## config.mk

```make
export PLATFORM = sky130hd
export DESIGN_NAME = dram_port_arbiter
export DESIGN_NICKNAME = d
export VERILOG_FILES = /design/src/rtl/dram_port_arbiter_pkg.sv /design/src/rtl/dram_arb_req_slot.sv /design/src/rtl/dram_port_arbiter.sv
export SDC_FILE = /design/constraint.sdc
export NUM_CORES = 1
export LEC_CHECK = 0
export ABC_AREA = 1
export ABC_CLOCK_PERIOD_IN_PS = 3700
export CORE_MARGIN = 2
export CORE_UTILIZATION = 39
export DETAILED_ROUTE_END_ITERATION = 8
export PLACE_DENSITY = 0.65
export SLEW_MARGIN = 20
export SYNTH_ARGS = -nofsm -noshare
export SYNTH_HDL_FRONTEND = slang
export SYNTH_SLANG_ARGS = --single-unit
```

## constraint.sdc

```tcl
create_clock -name clk -period 3.7 [get_ports clk]
set_input_delay 0.555 -clock clk [delete_from_list [all_inputs] [get_ports clk]]
set_output_delay 0.555 -clock clk [all_outputs]
set_load 0.03 [all_outputs]
```

## src/rtl/dram_port_arbiter_pkg.sv

```systemverilog
// Shared types, default sizes and helpers for the two-master DRAM port arbiter.
package dram_port_arbiter_pkg;

    localparam int unsigned MEM_ADDR_BITS             = 16;
    localparam int unsigned XLEN                      = 32;
    localparam int unsigned DRAM_ARB_TIMEOUT_DEFAULT  = 1023;

    typedef enum logic [1:0] {
        ARB_IDLE  = 2'd0,
        ARB_ISSUE = 2'd1,
        ARB_WAIT  = 2'd2
    } arb_state_t;

    // Watchdog counter width; a disabled watchdog still gets a 1-bit counter.
    function automatic int unsigned arb_cnt_width(input int unsigned timeout);
        return (timeout == 0) ? 1 : $clog2(timeout + 1);
    endfunction

endpackage

```

## src/rtl/dram_arb_req_slot.sv

```systemverilog
// One captured master request: latches a read/write pulse while not pending.
module dram_arb_req_slot
    import dram_port_arbiter_pkg::*;
#(
    parameter int unsigned ADDR_W = MEM_ADDR_BITS,
    parameter int unsigned DATA_W = XLEN
) (
    input  logic                  clk,
    input  logic                  reset_n,
    input  logic                  sync_reset,
    input  logic [ADDR_W-1:0]     addr_i,
    input  logic                  read_en_i,
    input  logic                  write_en_i,
    input  logic [DATA_W/8-1:0]   byte_enable_i,
    input  logic [DATA_W-1:0]     write_data_i,
    input  logic                  clear_i,
    output logic                  pending_o,
    output logic [ADDR_W-1:0]     addr_o,
    output logic [DATA_W/8-1:0]   byte_enable_o,
    output logic [DATA_W-1:0]     write_data_o,
    output logic                  is_write_o
);

    localparam int unsigned BE_W = DATA_W / 8;

    logic              pending_q, pending_d;
    logic [ADDR_W-1:0] addr_q, addr_d;
    logic [BE_W-1:0]   be_q, be_d;
    logic [DATA_W-1:0] wdata_q, wdata_d;
    logic              is_write_q, is_write_d;
    logic              capture_c;

    // Capture a new pulse only when idle; a write wins over a simultaneous read.
    always_comb begin
        pending_d  = pending_q;
        addr_d     = addr_q;
        be_d       = be_q;
        wdata_d    = wdata_q;
        is_write_d = is_write_q;
        capture_c  = !pending_q && (read_en_i || write_en_i);

        if (capture_c) begin
            pending_d  = 1'b1;
            addr_d     = addr_i;
            be_d       = byte_enable_i;
            wdata_d    = write_data_i;
            is_write_d = write_en_i;
        end else if (clear_i) begin
            pending_d  = 1'b0;
        end

        if (sync_reset) begin
            pending_d  = 1'b0;
            addr_d     = '0;
            be_d       = '0;
            wdata_d    = '0;
            is_write_d = 1'b0;
        end
    end

    // Slot registers.
    always_ff @(posedge clk or negedge reset_n) begin
        if (!reset_n) begin
            pending_q  <= 1'b0;
            addr_q     <= '0;
            be_q       <= '0;
            wdata_q    <= '0;
            is_write_q <= 1'b0;
        end else begin
            pending_q  <= pending_d;
            addr_q     <= addr_d;
            be_q       <= be_d;
            wdata_q    <= wdata_d;
            is_write_q <= is_write_d;
        end
    end

    assign pending_o     = pending_q;
    assign addr_o        = addr_q;
    assign byte_enable_o = be_q;
    assign write_data_o  = wdata_q;
    assign is_write_o    = is_write_q;

endmodule

```

## src/rtl/dram_port_arbiter.sv

```systemverilog
// Round-robin arbiter sharing one DRAM port between two masters, with watchdog.
module dram_port_arbiter
    import dram_port_arbiter_pkg::*;
#(
    parameter int unsigned TIMEOUT_CYCLES = DRAM_ARB_TIMEOUT_DEFAULT,
    parameter int unsigned ADDR_W         = MEM_ADDR_BITS,
    parameter int unsigned DATA_W         = XLEN
) (
    input  logic                  clk,
    input  logic                  reset_n,
    input  logic                  sync_reset,

    input  logic [ADDR_W-1:0]     m0_addr,
    input  logic                  m0_read_en,
    input  logic                  m0_write_en,
    input  logic [DATA_W/8-1:0]   m0_byte_enable,
    input  logic [DATA_W-1:0]     m0_write_data,
    output logic                  m0_pending,
    output logic                  m0_ack,
    output logic                  m0_err,
    output logic [DATA_W-1:0]     m0_read_data,

    input  logic [ADDR_W-1:0]     m1_addr,
    input  logic                  m1_read_en,
    input  logic                  m1_write_en,
    input  logic [DATA_W/8-1:0]   m1_byte_enable,
    input  logic [DATA_W-1:0]     m1_write_data,
    output logic                  m1_pending,
    output logic                  m1_ack,
    output logic                  m1_err,
    output logic [DATA_W-1:0]     m1_read_data,

    input  logic                  dram_ack,
    input  logic [DATA_W-1:0]     dram_mem_read_data,
    output logic [ADDR_W-1:0]     dram_mem_addr,
    output logic                  dram_mem_read_en,
    output logic                  dram_mem_write_en,
    output logic [DATA_W/8-1:0]   dram_mem_byte_enable,
    output logic [DATA_W-1:0]     dram_mem_write_data,
    output logic                  busy
);

    localparam int unsigned BE_W  = DATA_W / 8;
    localparam int unsigned CNT_W = arb_cnt_width(TIMEOUT_CYCLES);
    localparam bit               TO_EN   = (TIMEOUT_CYCLES != 0);
    localparam logic [CNT_W-1:0] TO_MAX  = CNT_W'(TIMEOUT_CYCLES);
    localparam logic [CNT_W-1:0] TO_LAST = TO_EN ? CNT_W'(TIMEOUT_CYCLES - 1) : '0;

    // Slot outputs, indexed by master.
    logic [1:0]             s_pend;
    logic [1:0]             s_is_wr;
    logic [ADDR_W-1:0]      s_addr [2];
    logic [1:0][BE_W-1:0]   s_be;
    logic [1:0][DATA_W-1:0] s_wdata;

    arb_state_t             state_q, state_d;
    logic                   grant_q, grant_d;
    logic                   last_grant_q, last_grant_d;
    logic [CNT_W-1:0]       cnt_q, cnt_d;
    logic [ADDR_W-1:0]      addr_q, addr_d;
    logic [BE_W-1:0]        be_q, be_d;
    logic [DATA_W-1:0]      wdata_q, wdata_d;
    logic                   rd_en_q, rd_en_d;
    logic                   wr_en_q, wr_en_d;
    logic                   busy_q, busy_d;
    logic [1:0]             ack_q, ack_d;
    logic [1:0]             err_q, err_d;
    logic [1:0][DATA_W-1:0] rdata_q, rdata_d;

    logic [1:0]             req_c;
    logic                   pick_c;
    logic                   complete_c;
    logic                   timeout_c;

    dram_arb_req_slot #(
        .ADDR_W (ADDR_W),
        .DATA_W (DATA_W)
    ) u_slot0 (
        .clk           (clk),
        .reset_n       (reset_n),
        .sync_reset    (sync_reset),
        .addr_i        (m0_addr),
        .read_en_i     (m0_read_en),
        .write_en_i    (m0_write_en),
        .byte_enable_i (m0_byte_enable),
        .write_data_i  (m0_write_data),
        .clear_i       (ack_q[0]),
        .pending_o     (s_pend[0]),
        .addr_o        (s_addr[0]),
        .byte_enable_o (s_be[0]),
        .write_data_o  (s_wdata[0]),
        .is_write_o    (s_is_wr[0])
    );

    dram_arb_req_slot #(
        .ADDR_W (ADDR_W),
        .DATA_W (DATA_W)
    ) u_slot1 (
        .clk           (clk),
        .reset_n       (reset_n),
        .sync_reset    (sync_reset),
        .addr_i        (m1_addr),
        .read_en_i     (m1_read_en),
        .write_en_i    (m1_write_en),
        .byte_enable_i (m1_byte_enable),
        .write_data_i  (m1_write_data),
        .clear_i       (ack_q[1]),
        .pending_o     (s_pend[1]),
        .addr_o        (s_addr[1]),
        .byte_enable_o (s_be[1]),
        .write_data_o  (s_wdata[1]),
        .is_write_o    (s_is_wr[1])
    );

    // Next-state and registered-output logic for grant, issue, wait and completion.
    always_comb begin
        state_d      = state_q;
        grant_d      = grant_q;
        last_grant_d = last_grant_q;
        cnt_d        = cnt_q;
        addr_d       = addr_q;
        be_d         = be_q;
        wdata_d      = wdata_q;
        rd_en_d      = 1'b0;
        wr_en_d      = 1'b0;
        ack_d        = '0;
        err_d        = '0;
        rdata_d      = rdata_q;
        complete_c   = 1'b0;
        timeout_c    = 1'b0;
        pick_c       = 1'b0;
        // A slot being acked this cycle still shows pending; it must not be regranted.
        req_c        = s_pend & ~ack_q;

        case (state_q)
            ARB_IDLE: begin
                if (req_c != 2'b00) begin
                    pick_c  = (req_c == 2'b11) ? ~last_grant_q : req_c[1];
                    grant_d = pick_c;
                    addr_d  = s_addr[pick_c];
                    be_d    = s_be[pick_c];
                    wdata_d = s_wdata[pick_c];
                    rd_en_d = !s_is_wr[pick_c];
                    wr_en_d = s_is_wr[pick_c];
                    state_d = ARB_ISSUE;
                end
            end
            ARB_ISSUE: begin
                // The issue cycle counts as the first watchdog cycle.
                cnt_d      = CNT_W'(1);
                state_d    = ARB_WAIT;
                complete_c = dram_ack;
            end
            ARB_WAIT: begin
                if (dram_ack) begin
                    complete_c = 1'b1;
                end else if (TO_EN && (cnt_q >= TO_LAST)) begin
                    complete_c = 1'b1;
                    timeout_c  = 1'b1;
                end else if (cnt_q < TO_MAX) begin
                    cnt_d = CNT_W'(cnt_q + 1'b1);
                end
            end
            default: begin
                state_d = ARB_IDLE;
            end
        endcase

        if (complete_c) begin
            state_d          = ARB_IDLE;
            ack_d[grant_q]   = 1'b1;
            err_d[grant_q]   = timeout_c;
            rdata_d[grant_q] = (timeout_c || s_is_wr[grant_q]) ? '0 : dram_mem_read_data;
            last_grant_d     = grant_q;
        end

        busy_d = (state_d != ARB_IDLE);

        if (sync_reset) begin
            state_d      = ARB_IDLE;
            grant_d      = 1'b0;
            last_grant_d = 1'b1;
            cnt_d        = '0;
            addr_d       = '0;
            be_d         = '0;
            wdata_d      = '0;
            rd_en_d      = 1'b0;
            wr_en_d      = 1'b0;
            busy_d       = 1'b0;
            ack_d        = '0;
            err_d        = '0;
            rdata_d      = '0;
        end
    end

    // State and output registers.
    always_ff @(posedge clk or negedge reset_n) begin
        if (!reset_n) begin
            state_q      <= ARB_IDLE;
            grant_q      <= 1'b0;
            last_grant_q <= 1'b1;
            cnt_q        <= '0;
            addr_q       <= '0;
            be_q         <= '0;
            wdata_q      <= '0;
            rd_en_q      <= 1'b0;
            wr_en_q      <= 1'b0;
            busy_q       <= 1'b0;
            ack_q        <= '0;
            err_q        <= '0;
            rdata_q      <= '0;
        end else begin
            state_q      <= state_d;
            grant_q      <= grant_d;
            last_grant_q <= last_grant_d;
            cnt_q        <= cnt_d;
            addr_q       <= addr_d;
            be_q         <= be_d;
            wdata_q      <= wdata_d;
            rd_en_q      <= rd_en_d;
            wr_en_q      <= wr_en_d;
            busy_q       <= busy_d;
            ack_q        <= ack_d;
            err_q        <= err_d;
            rdata_q      <= rdata_d;
        end
    end

    assign m0_pending           = s_pend[0];
    assign m1_pending           = s_pend[1];
    assign m0_ack               = ack_q[0];
    assign m1_ack               = ack_q[1];
    assign m0_err               = err_q[0];
    assign m1_err               = err_q[1];
    assign m0_read_data         = rdata_q[0];
    assign m1_read_data         = rdata_q[1];
    assign dram_mem_addr        = addr_q;
    assign dram_mem_read_en     = rd_en_q;
    assign dram_mem_write_en    = wr_en_q;
    assign dram_mem_byte_enable = be_q;
    assign dram_mem_write_data  = wdata_q;
    assign busy                 = busy_q;

endmodule

```

; Yosys cells after proc, flatten, opt, wreduce, memory -nomap -nowiden
; Cells that the tools add are included.
[totals]
input_bits = 144
elab_cells = 145
output_inout_bits = 125
regBits = 245
[classes]
n_mux = 81
bitwise = 5
n_lt_le_gt_ge = 6
n_reduce_logical = 22
eq_ne = 6
addsub = 1
[op_table]
columns = op, n
row1 = $mux 32, 11
row2 = $mux 16, 10
row3 = $mux 64, 2
row4 = $bwmux 64, 1
row5 = $mux 10, 4
row6 = $mux 4, 9
row7 = $demux 32 s1, 1
row8 = $mux 1, 32
row9 = $pmux 10 s2, 1
row10 = $mux 2, 7
row11 = $reduce_bool 2->1, 7
row12 = $add 10x1->10 const B, 1
row13 = $ge 10x10->1 const B, 1
row14 = $lt 10x10->1 const B, 1
row15 = $ne 3x3->1 const B, 3
row16 = $reduce_bool 3->1, 3
row17 = $pmux 2 s3, 1
row18 = $and 2x2->2, 2
row19 = $eq 2x2->1 const B, 2
row20 = $lt 1x2->1 const B, 2
row21 = $reduce_and 4->1, 1
row22 = $logic_and 1x1->1, 3
row23 = $logic_not 1->1, 3
row24 = $logic_or 1x1->1, 3
row25 = other kinds (10), 10

; Longest topological paths before layout
[logic_depth]
ltp_word = 11
depth_mapped = 13
ltp_nobuf = 11

; Cells and area by module
; A second synthesis with hierarchy kept.
[unflattened]
hier_cells = 1299
hier_area_um2 = 11554.8
[modules_own_cells]
columns = mod, seq_area_each_um2, n_inst, area_each_um2, cells_per_inst
row1 = dram_port_arbiter, 3429.5, 1, 6692.7, 803
row2 = dram_arb_req_slot, 1351.3, 2, 2431.1, 248

; Least setup slack after synthesis
; No wires, ideal clock.
[synth_timing]
path_kind = flip-flop to flip-flop
startpoint = register state_q[0]
endpoint = register rdata_q (netlist bit m1_read_data[10])
path_buffers = 2
arrival_time_ps = 1613
synth_period_minus_slack_ps = 1731
stages_incl_launch_ff = 14
setup_slack_ps = 1969
t_required_ps = 3583
setup_ps = 117
path_cell_list = dfrtp_1 inv_1 ha_1 buf_4 inv_4 nor2_4 nand3_4 nand2_4 nand2_8 nand2_8 nand2_4 buf_6 nand2_2 nand2_1
[synth_via]
elab_chain_len = 7
elab_cells_between_ends = 10
classes_between = eq/ne: 2 / mux: 6 / reduce/logical: 2
[synth_lines]
columns = element, line_no
row1 = "start, declared", dram_port_arbiter.sv:56  ; arb_state_t state_q, state_d;
row2 = "start signal, assigned", dram_port_arbiter.sv:213  ; state_q <= state_d;
row3 = $eq 2x2->1, dram_port_arbiter.sv:135  ; case (state_q)
row4 = $mux 1, dram_port_arbiter.sv:135
row5 = $logic_or 1x1->1, dram_port_arbiter.sv:173  ; rdata_d[grant_q] = (timeout_c || s_is_wr[grant_q]) ? '0 : dram_mem_read_data;
row6 = $mux 32, dram_port_arbiter.sv:173
row7 = $bwmux 64, dram_port_arbiter.sv:173
row8 = $mux 64, dram_port_arbiter.sv:169  ; if (complete_c) begin
row9 = $mux 64, dram_port_arbiter.sv:179  ; if (sync_reset) begin
row10 = "end signal, assigned", dram_port_arbiter.sv:225  ; rdata_q <= rdata_d;
row11 = "end, declared", dram_port_arbiter.sv:68  ; logic [1:0][DATA_W-1:0] rdata_q, rdata_d;
; Parallel ways exist; a longest one is shown, timed or not. The select of a mux whose other input is x is not followed.
; A chain may end at the register's enable or synchronous reset.

; Final worst setup path
[layout_timing]
startpoint = register state_q[0]
endpoint = register rdata_q (netlist bit m1_read_data[21])
; The elaborated chain is that of the path after synthesis.

==> results.md <==
Floorplan:
- The number of cell rows is approximately 60.
- For this configuration, the core starts out at a cell density of about two fifths.
- Measured along the x axis, the die boundary spans approximately 170 um.
- The floorplan step set the die height to between 150 and 200 um.
- The region available for standard cell placement spans between 20000 and 30000 um^2.
- ~270 I/O pins were placed.
- The floorplan die area is about 30000 um^2.

STA:
- The final number of hold-violating endpoints was 0.
- The final worst setup slack is approximately 1400 ps.
- Clock skew on the completed layout was measured at between 10 and 15 ps.
- At the pin with the least slew margin, the transition time is 1050 ps.
- Based on the critical path, the design can be clocked at up to 441.3 MHz.
- Counting I/O delays and the setup requirement, the final critical path takes about 2300 ps.
- The worst slew slack as a fraction of its limit is around 30%.
- The final setup TNS is 0 ps.
- Setup repair after global routing left no endpoint under its margin.
- The max-slew violation count is 0.
- The worst path uses about three fifths of the clock period.
- The number of endpoints failing setup at the final stage is 0.

Power:
- Power spread over the standard cell area amounts to between 500 and 600 nW/um^2.
- Summing internal, switching and leakage power gives approximately 0.0079 W.
- The total leakage power is ~7.4 nW.
- The worst supply voltage drop on vdd is 0.3183 mV.

Route:
- For this run, the detailed router's first-pass iteration total came to 6.
- The residual DRC count is 0.
- In this run the remaining antenna-violating nets after routing total 0.
- The via count is ~9600.
- The wire length per cell is approximately 16 um.
- After detailed routing, the number of vias per cell comes to a little under 5.
- The routed wire length is around 31 mm.
- In this run, the number of DRC markers left after iteration 0 of detailed routing was 633.

Placement:
- Before CTS, the worst setup slack after placement is slightly above 1000 ps.
- The placed instances occupy a cell area of between 10000 and 15000 um^2.
- The routability-driven placement congestion ratio is around 0.84.
- The cell total after placement is between 1500 and 2000.
- The port buffer count is ~270.
- Detailed placement ended at an HPWL of around 20 mm.

Setup path:
- At the worst endpoint, the arrival time is ~2700 ps.
- The category of the most critical setup path is reg -> reg.
- The peak fanout along the critical path is 33.
- STA classifies the critical path startpoint as a flip-flop.
- STA puts the critical path data required time at around 4100 ps.
- The type of element capturing the critical path is a flip-flop.

Finish:
- The share of cells above drive strength 1 is 8.557%.
- The net count reported at finish is around 1700.
- The multi-input combinational cells in the finished layout cover a total of 3968 um^2.
- After routing the design area is approximately 15000 um^2.
- The most common library cell in the layout ignoring fill and taps is nand2_1.
- Relative to the synthesized area, the layout overhead comes to 35.16%.
- Leaving out fill and tap cells, the most frequent cells in the layout are 293 x nand2_1, 267 x clkdlybuf4s50_1, 244 x dfrtp_1.
- Counting the fill cells in the layout gives 2644.
- The register area is 6132 um^2.
- The non-filler instance count after layout is just under 2000.

Global routing:
- Entering global routing, the biggest net connects 115 pins.
- The first-pass GRT wire length is 50.85 mm.
- The total congestion overflow is 0.
- The overall fraction of global-route tracks in use is just over 20%.
- The number of antenna violations at the first check in global routing is 4.
- The number of global-route vias before repair is 9486.

Clock tree:
- The CTS clock-pin slew for the worst setup and hold paths is about 60 ps.
- Clock latency on the worst-skew pair, taken at its later pin, is ~540 ps.
- The hold-fix buffer count after cts is 0.
- In this run the number of H-tree levels came out at 1.
- The clock passes through at most 3 buffers.
- The root buffer cell is clkbuf_16.
- The total CTS buffers is 28.
- The clock drives around 250 sinks.
- The total setup buffers inserted after CTS is 0.
- The number of gates resized after cts is 0.
- The clock tree from TritonCTS is built.

Synth:
- The share of the Yosys chip area taken by registers is between 50% and 60%.
- Synthesis produced a netlist with a net count of about 1500.
- The number of synthesized register bits is about 250.
- The mapped netlist covers 11140 um^2.
- Synthesis produced about 1300 cells.
- In this run, distinct cell masters in the synthesized netlist total 35.
- For this run, the number of Yosys warnings is 0.
- Each instance of the synthesized netlist takes up on average 8.485 um^2.

Hold path:
- In this run the worst hold path is classified as in -> async.

Status:
- The flow ran to the end, and the final reports show no timing, DRC or antenna violations.

Job:
- The max-cap violation count is 0.
-- cell families (layout without fill, tap and decap cells) --
| logic type | after synthesis | in the layout | share of synthesized area [%] |
|---|---|---|---|
| other | 0 | 1 | 0 |
| flip-flops | 245 | 245 | 55.04 |
| XOR/XNOR | 2 | 2 | 0.1573 |
| AND/OR/NAND/NOR | 639 | 639 | 26.45 |
| adder cells (fa/ha/maj) | 6 | 6 | 0.6738 |
| AO/OA/AOI/OAI | 177 | 177 | 8.109 |
| buffers and inverters | 244 | 497 | 9.569 |
-- Yosys cell counts (all sizes together) --
library cell	instances	area, um^2
nand4	7	43.79
dfrtp	244	6106
or2	3	18.77
o21bai	1	7.510
o211ai	1	7.510
inv	161	606.8
nor3	3	15.01
buf	48	327.8
o21ai	170	862.1
nand2	345	1460
nor3b	2	15.01
nor2	54	252.8
o22ai	1	6.260
xor2	2	17.52
ha	6	75.07
a21oi	4	20.02
dfstp	1	26.28
nand3	224	1134
clkbuf	35	131.4
nand3b	1	7.510
-- path summary, 6_finish.rpt --
kind,endpoint,depth (start not counted),start,slack [ps]
min in group clk,m1_read_data[18],2,m1_read_data[18],470
max reg2reg,m1_read_data[21],11,state_q[0],1430
max in group asynchronous,m1_read_data[4],2,reset_n,2750
max,m1_read_data[21],11,state_q[0],1430
min,dram_mem_write_data[25],1,reset_n,30
min reg2reg,m1_read_data[18],2,m1_read_data[18],470
-- through the flow --
stage	util, %	hold WS (ps)
2_1_floorplan	-	259.4
3_3_place_gp	50.34	453.0
3_5_place_dp	50.34	457.0
4_1_cts	53.90	54.36
5_1_grt	53.91	78.10
6_report	53.91	32.35
-- report_power, final --
part	switching, W	internal, W	total (W)
Combinational	0.00122	0.000636	0.00186
Clock	0.00111	0.00180	0.00292
Sequential	0.000159	0.00294	0.00310
Total	0.00249	0.00538	0.00787
-- worst max-delay path, stage by stage, from the launching register on --
cell     delay [ps]
dfrtp_1         400
inv_1           100
ha_1            430
inv_4           110
nor2_4          140
nand3_4         120
nand2_4         110
nand2_8         100
nand2_8          90
nand2_4         280
nand2_1         170
nand2_1          60
-- layer usage --
metal,routed length [um],vias up,part of all wire [%],GRT usage [%]
met3,2071,43,6.6,4.727
met1,13980,4591,45,28.02
li1,-,4644,-,-
met4,690,2,2.2,5.508
met2,14400,314,46,33.30
met5,13,-,0.042,0
-- state kept, by name, summed over array words and instances, names as in the netlist, 2 cells and up --
signal                 cells
u_slot1.byte_enable_o      4
u_slot0.addr_o            16
err_q                      2
ack_q                      2
u_slot1.addr_o            16
u_slot0.byte_enable_o      4
cnt_q                     10
m1_read_data              32
u_slot0.write_data_o      32
state_q                    2
m0_read_data              32
dram_mem_addr             16
dram_mem_write_data       32
u_slot1.write_data_o      32
dram_mem_byte_enable       4
-- area by class of cell --
type | instances | share of cell area [%]
clock buffer | 44 | 5.991
clock inverter | 7 | 0.6066
tap | 378 | 3.141
multi-input combinational | 824 | 26.35
sequential | 245 | 40.72
timing repair buffer | 285 | 19.11
antenna | 1 | 0.01662
inverter | 161 | 4.063
No activity file was read; power rests on OpenSTA's default activity.
